===== src/rtl/burst_grant_holder.sv =====
// -----------------------------------------------------------------------------
// burst_grant_holder
//
// Purpose:
//   Sits behind a combinational fixed-priority arbiter. Forwards requests to
//   the arbiter while idle, latches the resulting one-hot grant as the burst
//   owner, and then muxes the owner's valid/data/last stream onto one shared
//   output channel until the burst ends (last beat, beat limit, or abandon).
//
// Ports:
//   clk_i        clock, rising edge
//   rst_i        synchronous active-high reset
//   req_i        per-port ownership request
//   valid_i      per-port beat valid
//   last_i       per-port last-beat flag (qualified by valid_i)
//   data_i       flattened per-port data, port p at [p*DATA_W +: DATA_W]
//   ready_o      per-port ready, only the owner's bit may be set
//   arb_req_o    request vector to the arbiter
//   arb_gnt_i    one-hot (or zero) grant from the arbiter
//   gnt_o        current owner, one-hot, zero when idle
//   out_valid_o  shared channel valid
//   out_data_o   shared channel data
//   out_last_o   shared channel last (also set on a forced final beat)
//   out_ready_i  shared channel ready
//   truncated_o  one-cycle pulse after a burst is cut at MAX_BEATS
// -----------------------------------------------------------------------------
module burst_grant_holder #(
    parameter int unsigned NUM_PORTS = 4,
    parameter int unsigned DATA_W    = 8,
    parameter int unsigned MAX_BEATS = 4
) (
    input  logic                          clk_i,
    input  logic                          rst_i,
    input  logic [NUM_PORTS-1:0]          req_i,
    input  logic [NUM_PORTS-1:0]          valid_i,
    input  logic [NUM_PORTS-1:0]          last_i,
    input  logic [NUM_PORTS*DATA_W-1:0]   data_i,
    output logic [NUM_PORTS-1:0]          ready_o,
    output logic [NUM_PORTS-1:0]          arb_req_o,
    input  logic [NUM_PORTS-1:0]          arb_gnt_i,
    output logic [NUM_PORTS-1:0]          gnt_o,
    output logic                          out_valid_o,
    output logic [DATA_W-1:0]             out_data_o,
    output logic                          out_last_o,
    input  logic                          out_ready_i,
    output logic                          truncated_o
);

    localparam int unsigned CNT_W = $clog2(MAX_BEATS + 1);
    localparam logic [CNT_W-1:0] LAST_CNT = CNT_W'(MAX_BEATS - 1);

    typedef enum logic {
        IDLE   = 1'b0,
        LOCKED = 1'b1
    } state_e;

    state_e                 state_q;
    logic [NUM_PORTS-1:0]   owner_q;
    logic [CNT_W-1:0]       beat_cnt_q;
    logic [CNT_W-1:0]       beat_cnt_d;
    logic                   truncated_q;

    logic                   locked;
    logic                   owner_valid;
    logic                   owner_last;
    logic                   owner_req;
    logic                   at_max;
    logic                   xfer;
    logic [DATA_W-1:0]      owner_data;

    assign locked      = (state_q == LOCKED);
    assign owner_valid = |(valid_i & owner_q);
    assign owner_last  = |(last_i  & owner_q);
    assign owner_req   = |(req_i   & owner_q);
    assign at_max      = (beat_cnt_q == LAST_CNT);
    assign beat_cnt_d  = beat_cnt_q + CNT_W'(1);

    // Owner data select; owner_q is one-hot or zero, so OR-ing masked slices
    // yields the owner's beat, or zero while idle.
    always_comb begin
        owner_data = '0;
        for (int p = 0; p < NUM_PORTS; p++) begin
            if (owner_q[p]) begin
                owner_data = owner_data | data_i[p*DATA_W +: DATA_W];
            end
        end
    end

    // Handshake is suppressed while reset is asserted so no beat completes
    // on a reset edge.
    assign out_valid_o = locked & owner_valid & ~rst_i;
    assign ready_o     = (locked && !rst_i && out_ready_i) ? owner_q : '0;
    assign out_last_o  = out_valid_o & (owner_last | at_max);
    assign out_data_o  = owner_data;
    assign xfer        = out_valid_o & out_ready_i;

    // Requests reach the arbiter only while idle; masking them while locked
    // keeps the arbiter from producing a competing grant.
    assign arb_req_o   = (!locked && !rst_i) ? req_i : '0;
    assign gnt_o       = locked ? owner_q : '0;
    assign truncated_o = truncated_q;

    // Ownership state machine.
    always_ff @(posedge clk_i) begin
        if (rst_i) begin
            state_q     <= IDLE;
            owner_q     <= '0;
            beat_cnt_q  <= '0;
            truncated_q <= 1'b0;
        end else begin
            truncated_q <= 1'b0;
            case (state_q)
                IDLE: begin
                    if (|arb_gnt_i) begin
                        owner_q    <= arb_gnt_i;
                        beat_cnt_q <= '0;
                        state_q    <= LOCKED;
                    end
                end
                LOCKED: begin
                    if (xfer) begin
                        if (owner_last || at_max) begin
                            // Burst ends; flag it only when the limit, not
                            // the requester, closed it.
                            state_q     <= IDLE;
                            owner_q     <= '0;
                            beat_cnt_q  <= '0;
                            truncated_q <= at_max & ~owner_last;
                        end else begin
                            beat_cnt_q <= beat_cnt_d;
                        end
                    end else if (!owner_req && !owner_valid) begin
                        // Owner walked away without finishing its burst.
                        state_q    <= IDLE;
                        owner_q    <= '0;
                        beat_cnt_q <= '0;
                    end
                end
                default: begin
                    state_q <= IDLE;
                    owner_q <= '0;
                end
            endcase
        end
    end

    // A multi-hot grant from the arbiter would corrupt ownership.
    always_ff @(posedge clk_i) begin
        if (!rst_i && !locked) begin
            assert ($countones(arb_gnt_i) <= 1)
                else $error("burst_grant_holder: multi-hot arb_gnt_i %b", arb_gnt_i);
        end
    end

endmodule


===== config.mk =====
export PLATFORM = sky130hd
export DESIGN_NAME = burst_grant_holder
export DESIGN_NICKNAME = d
export VERILOG_FILES = /design/src/rtl/burst_grant_holder.sv
export SDC_FILE = /design/constraint.sdc
export NUM_CORES = 1
export LEC_CHECK = 0
export BUFFER_PORTS_ARGS = -buffer_cell sky130_fd_sc_hd__buf_2
export CAP_MARGIN = 5
export CORE_ASPECT_RATIO = 1.4
export CORE_MARGIN = 5
export CORE_UTILIZATION = 34
export DETAILED_ROUTE_END_ITERATION = 10
export HOLD_SLACK_MARGIN = 0.06
export PLACE_DENSITY = 0.79
export REMOVE_ABC_BUFFERS = 1
export SLEW_MARGIN = 20
export SYNTH_ARGS = -nofsm -noshare
export SYNTH_HDL_FRONTEND = slang
export SYNTH_SLANG_ARGS = --single-unit
export TNS_END_PERCENT = 5

===== constraint.sdc =====
create_clock -name clk_i -period 1.4 [get_ports clk_i]
set_clock_uncertainty 0.1 [all_clocks]
set_input_delay 0.14 -clock clk_i [delete_from_list [all_inputs] [get_ports clk_i]]
set_output_delay 0.14 -clock clk_i [all_outputs]
set_load 0.01 [all_outputs]

; ---- Word level (Yosys, flattened, before mapping)
; Cells that the tools add are included.
[word_totals]
ff_bits = 9
input_bits = 51
out_inout_bits = 23
wordCells = 64
[op_classes]
addsub = 1
n_eq_ne = 4
mux = 22
bitwise = 17
reduce_logical = 16
[ops]
columns = op, count
row1 = $mux W8, 4
row2 = $mux W4, 7
row3 = $or A8 B8 Y8, 3
row4 = $reduce_or A4 Y1, 5
row5 = $and A4 B4 Y4, 3
row6 = $mux W3, 4
row7 = $pmux W4 S2, 1
row8 = $pmux W3 S2, 1
row9 = $and A1 B1 Y1, 5
row10 = $not A1 Y1, 5
row11 = $logic_and A1 B1 Y1, 4
row12 = $logic_not A1 Y1, 4
row13 = $mux W1, 4
row14 = $add A3 B1 Y3 const B, 1
row15 = $eq A3 B2 Y1 const B, 1
row16 = $ne A3 B1 Y1 const B, 1
row17 = $ne A3 B2 Y1 const B, 1
row18 = $reduce_and A3 Y1, 1
row19 = $ne A2 B2 Y1 const B, 1
row20 = $pmux W1 S2, 1
row21 = $reduce_and A2 Y1, 1
row22 = $logic_or A1 B1 Y1, 1
row23 = $or A1 B1 Y1, 1

; ---- Depth between registers and ports, before layout
; Gate-level depths: netlist (run 1).
[depth]
word_depth = 7
depth_mapped = 5
depth_no_buf = 5

; ---- Worst setup path after synthesis (run 1)
; OpenSTA, ideal clock, no wires.
[synth_timing]
path_type = register to register
from = register beat_cnt_q[0]
to = register state_q, in the netlist locked
setup_time_ns = 0.091
arrival_ns = 1.318
required_ns = 1.209
slack_ns = -0.109
path_stages_with_launch = 6
n_path_buf = 0
period_less_slack_ns = 1.509
cell_sequence = dfxtp_1 > ha_1 > ha_1 > nor3_4 > nand2_2 > a311oi_1
[synth_between]
elab_chain_len = 5
[synth_rtl]
columns = element, line_no
row1 = "start, declared", 59  ; logic [CNT_W-1:0] beat_cnt_q;
row2 = "start signal, assigned", 130  ; beat_cnt_q <= beat_cnt_d;
row3 = $eq A3 B2 Y1, 75  ; assign at_max = (beat_cnt_q == LAST_CNT);
row4 = $logic_or A1 B1 Y1, 122  ; if (owner_last || at_max) begin
row5 = $mux W1, 122
row6 = $mux W1, 121  ; if (xfer) begin
row7 = $pmux W1 S2, 112  ; case (state_q)
row8 = "end signal, assigned", 117  ; state_q <= LOCKED;
row9 = "end signal, assigned", 125  ; state_q <= IDLE;
row10 = "end signal, assigned", 134  ; state_q <= IDLE;
row11 = "end, declared", 57  ; state_e state_q;
; No other way between the ends.
; A chain may end at the register's enable or synchronous reset.

; ---- Worst setup path in the final report (run 1)
[layout_timing]
from = register owner_q[2]
to = output out_last_o
[layout_between]
elab_chain_len = 5
elab_cells_between_ends = 8
classes_between = bitwise (6) / reduce/logical (2)
[layout_rtl]
columns = element, line_no
row1 = "start, declared", 58  ; logic [NUM_PORTS-1:0] owner_q;
row2 = "start signal, assigned", 115  ; owner_q <= arb_gnt_i;
row3 = $and A4 B4 Y4, 72  ; assign owner_valid = |(valid_i & owner_q);
row4 = $reduce_or A4 Y1, 72
row5 = $and A1 B1 Y1 (2 in a row), 91  ; assign out_valid_o = locked & owner_valid & ~rst_i;
row6 = $and A1 B1 Y1 (*), 93  ; assign out_last_o = out_valid_o & (owner_last | at_max);
row7 = "end, declared", 44  ; output logic out_last_o,
; Mark *: on every way between the ends. The rest lies on a longest branch, timed or not.

==> metrics.yaml, run 1 <==
status: "finished with violations"
violations: "negative setup slack"
drt_iter0_markers: 51
cp.arrival_ns: 1.32
synth_area_leader_cell: "dfxtp_1"
synth_xor_area_share_pct: 0
post-place-ws_ns: -0.158
clockBufferDepth: 2
finalCritPeriodShare_pct: 111
setup_ws_ns: -0.156
core_area_um2: 2420
synthAdderAreaFrac_pct: 2.90
rrSetupSlack_ns: -0.11
crit_fanout: 7
vias_per_cell: 5.36
dp_hpwl_um: 2810
p_sw_share_pct: 37.7
p_leak_uw: 0.000836
drive_gt1_share_pct: 67.8
synth_warnings: 0
ios: 74
rsz0062_at_grt: "true"
place_congestion: 0.804
finalCriticalPeriod_ns: 1.56
numCtsBuffers: 3
h-tree-depth: 1
fin_hold_ws_ns: 0.128
n_antenna_cell: 0
multi_input_area_um2: 766
drv_cap: 0
maxSlewHeadroom_pct: 74.5
power_frac_seq_pct: 27.9
synth_top_family_by_area: "compound AO/OA/AOI/OAI gates"
port_buffers: 73
p_sw_uw: 402
grt_pass1_vias: 1327
wl_um: 3920
irDropWorstVdd_v: 0.000372
dieArea_um2: 3660
crit_chain: "a22o_4 -> nor3_4 -> nor3_1 -> buf_2"
synth-seq-area-share_pct: 20.9
intPower_uw: 664
clkPwrFrac_pct: 20.5
drcViolationCount: 0
clock-sinks: 9
rows: 21
tritoncts: "built"
setup_tns_ns: -1.31
start_util_pct: 35.7
die_x_um: 52.6
synth_compound_area_share_pct: 40.7
end_kind: "output port"
synth_cell_type_count: 33
fmax_mhz: 643
p_per_area_nw_per_um2: 651
antenna_found_initial: 0
avgSynthCellArea_um2: 8.38
grt_max_degree: 11
syn_area_um2: 863
drtAntennaViolNets: 0
syn_to_final_growth_pct: 89.6
muxShareOfSynthArea_pct: 0
cts-root-buf: "clkbuf_4"
fin_total_pwr_uw: 1070
hold_violations: 0
synth.top_cell.area_share_pct: 20.9
worstSetupPathType: "reg2out"
route.detailed.wl_per_inst_um: 16.6
drv_slew: 0
cp-start-kind: "register"
grt_usage_pct: 21.0
cpPeakStageDelay_ns: 0.38
required_ns: 1.16
clk_latency_ns: 0.28
synth_area_leaders: "dfxtp_1, a22oi_1, and2_1"
setup_viol: 21
final_net_count: 256
path_clk_slew_ns: 0.07
worstHoldPathType: "in2reg"
worst-path-buf-inv: 1
seq_area_um2: 198
num_vias: 1264
crit_family: "flip-flops"
fillers: 183
first_pass_iters: 5
syn_inst: 103
cp_slowest_cell: "dfxtp_4"
synthSimpleGateAreaFrac_pct: 31.9
combPwrFrac_pct: 51.6
synth-seq-cells: 9
worst_slew_pin_slew_ns: 0.381
grt_overflow: 0
die_h_um: 69.6
grt_pass1_wl_um: 5930
-- cell families (layout without fill, tap and decap cells) --
| family | count (synthesis) | count (layout) |
|---|---|---|
| simple gates | 45 | 45 |
| compound gates | 39 | 39 |
| flops | 9 | 9 |
| buf+inv | 8 | 107 |
| fa+ha+maj | 2 | 2 |
-- final timing paths --
check,depth (start not counted),to,startpoint
hold reg to reg,2,beat_cnt_q[1],beat_cnt_q[1]
hold / removal,3,beat_cnt_q[0],rst_i
setup / recovery,4,out_last_o,owner_q[2]
setup reg to reg,5,beat_cnt_q[2],owner_q[2]
-- layer usage --
metal	GRT usage [%]	vias up	share of wire, %
li1	-	593	-
met1	21.8	585	34
met2	36.6	77	50
met3	5.38	9	13
met4	11.6	0	2.8
met5	0	-	0
-- state kept, by name, summed over array words and instances (netlist names) --
register,flops
locked,1
truncated_o,1
owner_q,4
beat_cnt_q,3
-- per-stage QoR --
| stage | instances | instance area (um^2) | utilization (%) |
|---|---|---|---|
| detailed placement | 224 | 1400 | 57.8 |
| global placement | 224 | 1400 | 57.8 |
| CTS | 236 | 1580 | 65.5 |
| floorplan | 97 | 840 | - |
| global route | 236 | 1640 | 67.7 |
| finish | 236 | 1640 | 67.7 |
-- synth_stat cells --
library cell and n:
or4_4 1, nand3_1 1, nor2_1 4, a22o_1 4, inv_1 2, a311oi_1 1, a211oi_2 1, a22oi_1 16
nand2_2 1, o32ai_2 1, a32oi_1 4, and3b_2 1, nor3_1 1, and2_1 13, nand2b_1 3, nor3_2 1
o2111a_2 1, a21boi_4 1, clkbuf_1 5, nor2b_1 4, a211oi_4 1, dfxtp_1 9, nor3_4 1, nand2_1 12
o21ai_1 1, and3_1 1, buf_2 1, a22oi_2 2, a21o_1 1, a21oi_1 1, o31ai_1 4, ha_1 2
nor2_8 1
-- worst min-delay path: stages --
cell	delay (ns)
buf_2	0.10
buf_4	0.18
a211oi_2	0.05
-- layout make-up --
class / instances / share of cell area [%]
clock buffers: 4 / 1.61
inverters: 2 / 0.459
multi-input cells: 86 / 46.8
flip-flops and latches: 9 / 12.1
well taps: 34 / 2.60
repair buffers: 101 / 36.5
-- power by group through the flow --
stage               clock [uW]  sequential (uW)  combinational [uW]
global route               221              299                 595
detailed placement           0              300                 450
global placement             0              299                 440
CTS                        223              297                 508
floorplan                    0              314                 200
finish                     219              297                 549
-- repair_timing --
action | in CTS | in global routing
setup endpoints to repair | 30 | 29
resized for setup | 23 | 11
gates cloned | 0 | 0
endpoints found under the hold margin | 4 | 0
hold buffers | 4 | 0
pin swaps | 5 | 6
setup buffers | 4 | 0
-- cell usage in the layout (no fill, tap or decap), types with 2 or more instances in the layout --
master / instances
a22oi_1: 5
nand2_1: 12
buf_6: 3
nor2b_1: 4
a22oi_2: 13
buf_2: 73
and2_1: 12
nor2_1: 3
inv_1: 2
nand2b_1: 3
clkbuf_4: 3
a32oi_1: 3
o31ai_1: 4
dfxtp_2: 2
dfxtp_4: 4
dfxtp_1: 3
dlygate4sd3_1: 4
buf_4: 21
a22o_1: 3
ha_4: 2
nor3_4: 2
Power figures use the tool's default switching activity.
==> run 2, diff against run 1 <==
--- a/config.mk
+++ b/config.mk
@@ -5,14 +5,12 @@
 export SDC_FILE = /design/constraint.sdc
 export NUM_CORES = 1
 export LEC_CHECK = 0
-export BUFFER_PORTS_ARGS = -buffer_cell sky130_fd_sc_hd__buf_2
 export CAP_MARGIN = 5
-export CORE_ASPECT_RATIO = 1.4
 export CORE_MARGIN = 5
-export CORE_UTILIZATION = 34
+export CORE_UTILIZATION = 51
 export DETAILED_ROUTE_END_ITERATION = 10
-export HOLD_SLACK_MARGIN = 0.06
-export PLACE_DENSITY = 0.79
+export DONT_BUFFER_PORTS = 1
+export PLACE_DENSITY = 0.72
 export REMOVE_ABC_BUFFERS = 1
 export SLEW_MARGIN = 20
 export SYNTH_ARGS = -nofsm -noshare
==> run 2 against run 1 <==
Net effect: the run still ends with negative setup slack left; clock power is 2% higher; register-to-register slack worse by 0.07 ns; cell area down 25%; sequential power barely moved; via count fell by 20%; hold slack worse by 0.022 ns; largest cell class unchanged; largest power group unchanged.
==> metrics.yaml, run 2 (synthesized netlist as in run 1, its figures left out) <==
setup_ws_ns: -0.218  # -0.0624 ns
fin_hold_ws_ns: 0.106  # -0.0224 ns
drv_slew: 0  # unchanged
grt_usage_pct: 24.1  # +3.0 points
worstSetupPathType: "reg2out"
clkPwrFrac_pct: 23.9  # +3.4 points
reg2reg_depth: 5  # unchanged
setup_tns_ns: -1.62  # -0.309 ns
finalCritPeriodShare_pct: 116  # +4.5 points
vias_per_cell: 7.05  # +32%
grt_pass1_vias: 963  # -27%
status: "finished with violations"
drive_gt1_share_pct: 49.2  # -19 points
drt_iter0_markers: 23  # -55%
irDropWorstVdd_v: 0.000600  # +61%
drtAntennaViolNets: 0  # unchanged
grt_pass1_wl_um: 4760  # -20%
route.detailed.wl_per_inst_um: 23.1  # +39%
place_congestion: 0.849  # +5.6%
maxSlewHeadroom_pct: 73.4  # -1.1 points
crit_fanout: 2  # -5
die_h_um: 51.1  # -27%
intPower_uw: 576  # -13%
n_antenna_cell: 0  # unchanged
place_area_um2: 980  # -30%
hold_path_depth: 3  # unchanged
final_common_cell: "buf_4"
clock-sinks: 9  # unchanged
most-common-layout-cells: "buf_4, nand2_1, a22oi_1"
post-route-util_pct: 78.9  # +11 points
dieArea_um2: 2620  # -29%
rows: 14  # -33%
cp-start-kind: "register"
worst_slew_pin_slew_ns: 0.398  # +0.0171 ns
violations: "negative setup slack"
cts-root-buf: "clkbuf_4"
worstHoldPathType: "in2reg"
clk_latency_ns: 0.28  # about the same
p_per_area_nw_per_um2: 759  # +17%
syn_to_final_growth_pct: 42.5
port_buffers: 0  # -100%
core_area_um2: 1560  # -36%
p_sw_uw: 358  # -11%
largest-register: "owner_q"
p_sw_share_pct: 38.3  # +0.60 points
drv_cap: 0  # unchanged
clockBufferDepth: 2  # unchanged
grt_overflow: 0  # unchanged
dp_hpwl_um: 2290  # -19%
start_util_pct: 55.4  # +20 points
end_kind: "output port"
cp.arrival_ns: 1.38  # +0.06 ns
seq_area_um2: 196  # -0.63%
drcViolationCount: 0  # unchanged
grt_max_degree: 11  # unchanged
multi_input_area_um2: 753  # -1.6%
wl_um: 3330  # -15%
fin_total_pwr_uw: 933  # -12%
path_clk_slew_ns: 0.07  # about the same
h-tree-depth: 1  # unchanged
largest_register_ffs: 4  # unchanged
hold_violations: 0  # unchanged
combPwrFrac_pct: 44.3  # -7.3 points
setup_viol: 14  # -33%
antenna_found_initial: 0  # unchanged
reg_top3: "owner_q x4, beat_cnt_q x3"
power_frac_seq_pct: 31.9  # +4.0 points
tritoncts: "built"
p_leak_uw: 0.000516  # -38%
finalCriticalPeriod_ns: 1.62  # +0.0624 ns
numCtsBuffers: 3  # unchanged
num_vias: 1015  # -20%
fillers: 97  # -47%
fmax_mhz: 618  # -3.9%
required_ns: 1.16  # about the same
ios: 74  # unchanged
final_net_count: 182  # -29%
first_pass_iters: 4  # -1
die_x_um: 51.1  # -2.7%
rsz0062_at_grt: "true"
fin_area_um2: 1230  # -25%
[run 2: critical path, stage by stage (launching register included)]
cell and delay, ns:
dfxtp_2 0.34, ha_4 0.16, ha_4 0.16, nor3_4 0.24
nor3_2 0.07, buf_4 0.14
[run 2: path summary, 6_finish.rpt]
kind / from / to / slack (ns)
setup reg to reg: owner_q[3] / owner_q[1] / -0.18
hold / removal: last_i[3] / truncated_o / 0.11
setup / recovery: beat_cnt_q[1] / out_last_o / -0.22
hold reg to reg: beat_cnt_q[1] / beat_cnt_q[1] / 0.44
[run 2: power by group through the flow]
| stage | logic [uW] | clock network [uW] | registers (uW) |
|---|---|---|---|
| 2_1_floorplan | 200 | 0 | 314 |
| 3_3_place_gp | 309 | 0 | 297 |
| 3_5_place_dp | 315 | 0 | 300 |
| 4_1_cts | 372 | 217 | 296 |
| 5_1_grt | 444 | 239 | 301 |
| 6_report | 413 | 223 | 297 |
[run 2: repair_timing]
item	CTS	global route
resized for setup	14	21
setup buffers	5	1
hold endpoints to repair	8	0
setup endpoints to repair	19	23
pin swaps	4	12
hold buffers	5	0
[run 2: area by class of cell]
class | count | area share (%)
Multi-Input combinational cell | 86 | 61.2
Timing Repair Buffer | 27 | 18.4
Sequential cell | 9 | 16.0
Clock buffer | 4 | 2.14
Tap cell | 16 | 1.63
Inverter | 2 | 0.610
[run 2: metrics by stage]
stage | setup WS (ns) | std cells
after floorplan | -0.216 | 97
after detailed placement | -0.196 | 129
after CTS | -0.177 | 143
after global routing | -0.270 | 144
final | -0.218 | 144
after global placement | -0.127 | 129
[run 2: metal layers]
metal	vias up	GRT usage, %	wire, um	share of wire [%]
met5	-	0	0	0
met2	81	42.3	1680	51
met1	474	24.8	1130	34
met4	0	17.5	150	4.5
li1	447	-	-	-
met3	13	5.81	366	11
==> run 3, diff against run 2 <==
--- a/config.mk
+++ b/config.mk
@@ -10,7 +10,7 @@
 export CORE_UTILIZATION = 51
 export DETAILED_ROUTE_END_ITERATION = 10
 export DONT_BUFFER_PORTS = 1
-export PLACE_DENSITY = 0.72
+export PLACE_DENSITY = 0.69
 export REMOVE_ABC_BUFFERS = 1
 export SLEW_MARGIN = 20
 export SYNTH_ARGS = -nofsm -noshare
==> constraint.sdc (replaced) <==
create_clock -name clk_i -period 1.95 [get_ports clk_i]
set_clock_uncertainty 0.1 [all_clocks]
set_input_delay 0.195 -clock clk_i [delete_from_list [all_inputs] [get_ports clk_i]]
set_output_delay 0.195 -clock clk_i [all_outputs]
set_load 0.01 [all_outputs]
==> run 3 against run 2 <==
Net effect: the run now ends clean; critical endpoint unchanged; core utilization is 17 points lower; sequential power is 26% lower; highest routed layer is now met3; setup slack better by 0.35 ns; register-to-register slack better by 0.43 ns; sequential share of layout area is 3.0 points higher; global-route usage is 6.0 points lower; cell area is 22% lower; critical path depth is 1 lower; flip-flop and latch count stayed put.
==> metrics.yaml, run 3 (synthesized netlist as in run 1, its figures left out) <==
clkPwrFrac_pct: 25.5  # +1.6 points
route.detailed.wl_per_inst_um: 19.1  # -17%
port_buffers: 0  # unchanged
drv_slew: 0  # unchanged
fillers: 144  # +48%
antenna_found_initial: 0  # unchanged
cpPeakStageDelay_ns: 0.37  # +0.03 ns
rows: 14  # unchanged
path_clk_slew_ns: 0.06  # about the same
setup_viol: 0  # -14
finalCriticalPeriod_ns: 1.82
die_h_um: 51.1  # unchanged
clock-sinks: 9  # unchanged
finalCritPeriodShare_pct: 93.5
post-place-ws_ns: 0.235  # +0.431 ns
power_frac_seq_pct: 39.0  # +7.1 points
core_area_um2: 1560  # unchanged
final_net_count: 163  # -10%
r2r-end: "locked"
rsz0062_at_grt: "false"
largest-register: "owner_q"
place_area_um2: 882  # -10%
grt_overflow: 0  # unchanged
cts-root-buf: "clkbuf_4"
first_pass_iters: 4  # unchanged
drive_gt1_share_pct: 19.3  # -30 points
hold_path_depth: 2  # -1
fin_total_pwr_uw: 561  # -40%
status: "completed"
irDropWorstVdd_v: 0.000326  # -46%
tritoncts: "built"
combPwrFrac_pct: 35.5  # -8.8 points
setup_ws_ns: 0.127  # +0.345 ns
worst_slew_pin_slew_ns: 0.419  # +0.0204 ns
maxSlewHeadroom_pct: 72.0  # -1.4 points
critPathLaunch: "beat_cnt_q[0]"
p_sw_share_pct: 36.8  # -1.5 points
fin_hold_ws_ns: 0.00505  # -0.101 ns
p_sw_uw: 206  # -42%
cp_slowest_cell: "nor3_4"
dp_hpwl_um: 1930  # -16%
syn_to_final_growth_pct: 11.3
drv_cap: 0  # unchanged
worstHoldPathType: "in2reg"
p_per_area_nw_per_um2: 584  # -23%
required_ns: 1.65  # +0.49 ns
dieArea_um2: 2620  # unchanged
reg_top3: "owner_q x4, beat_cnt_q x3"
p_leak_uw: 0.000395  # -23%
reg2reg_depth: 5  # unchanged
hold_end: "beat_cnt_q[1]"
ios: 74  # unchanged
grt_pass1_vias: 852  # -12%
rrSetupSlack_ns: 0.25  # +0.43 ns
hp-start: "rst_i"
crit_path_frequent_cell: "ha_1"
largest_register_ffs: 4  # unchanged
fmax_mhz: 549
die_x_um: 51.1  # unchanged
worstSetupPathType: "reg2out"
crit_chain: "ha_1 -> ha_1 -> nor3_4 -> nor3_1"
start_util_pct: 55.4  # unchanged
final_common_cell: "a22oi_1"
grt_pass1_wl_um: 3710  # -22%
wl_um: 2390  # -28%
intPower_uw: 355  # -38%
clockBufferDepth: 2  # unchanged
cp-start-kind: "register"
grt_max_degree: 15  # +4
fin_area_um2: 961  # -22%
crit_fanout: 8  # +6
end_kind: "output port"
drcViolationCount: 0  # unchanged
drt_iter0_markers: 8  # -65%
clk_latency_ns: 0.26  # -0.02 ns
h-tree-depth: 1  # unchanged
cts_setup_buffers: 0  # -5
num_vias: 849  # -16%
setup_tns_ns: 0  # +1.62 ns
n_antenna_cell: 0  # unchanged
r2r_start: "beat_cnt_q[0]"
grt_usage_pct: 18.1  # -6.0 points
cp.arrival_ns: 1.53  # +0.15 ns
most-common-layout-cells: "a22oi_1, and2_1, nand2_1"
place_congestion: 0.788  # -7.3%
vias_per_cell: 6.79  # -3.6%
drtAntennaViolNets: 0  # unchanged
numCtsBuffers: 3  # unchanged
hold_violations: 0  # unchanged
[run 3: through the flow]
| stage | instances | util [%] |
|---|---|---|
| after detailed placement | 116 | 56.6 |
| after global routing | 125 | 61.6 |
| after floorplan | 97 | - |
| after CTS | 125 | 61.6 |
| after global placement | 116 | 56.6 |
| final | 125 | 61.6 |
[run 3: power groups by stage]
| stage | registers [uW] | logic, uW | clock network, uW |
|---|---|---|---|
| after global placement | 222 | 185 | 0 |
| after floorplan | 226 | 144 | 0 |
| after detailed placement | 222 | 189 | 0 |
| final | 219 | 199 | 143 |
| after CTS | 218 | 199 | 149 |
| after global routing | 222 | 218 | 159 |
[run 3: worst max-delay path by stage]
stage                  to  slack [ns]  cells after the start
2_1_floorplan      locked        0.33                      4
3_3_place_gp   out_last_o        0.31                      3
3_5_place_dp       locked        0.23                      4
4_1_cts        out_last_o        0.01                      3
5_1_grt        out_last_o        0.04                      4
6_report       out_last_o        0.13                      4
[run 3: what timing repair did]
item                                   4_1_cts  5_1_grt
setup endpoints to repair                    1        1
pin swaps                                    0        0
gates resized for setup                      1        1
cloned                                       0        0
endpoints found under the hold margin        7        0
hold buffers                                 5        0
[run 3: cell type report]
| class | count | area, um^2 | share of cell area (%) |
|---|---|---|---|
| well taps | 16 | 20.0 | 2.08 |
| clock buffers | 4 | 26.3 | 2.73 |
| flip-flops and latches | 9 | 183 | 19.0 |
| inverters | 2 | 7.51 | 0.781 |
| repair buffers | 8 | 72.6 | 7.55 |
| multi-input cells | 86 | 652 | 67.8 |
[run 3: worst max-delay path: cells and delay by family (launching register included)]
kind	cells	cell delay, ns
adder cells (fa/ha/maj)	2	0.41
AND/OR/NAND/NOR	2	0.52
flip-flops	1	0.33
[run 3: metal layers]
layer  wire (um)  track usage, %  part of all wire (%)  up-vias
li1            -               -                     -      407
met1         809            18.4                    34      393
met2        1320            35.4                    55       49
met3         264            6.98                    11        0
met4           0            2.24                     0        0
met5           0               0                     0        -
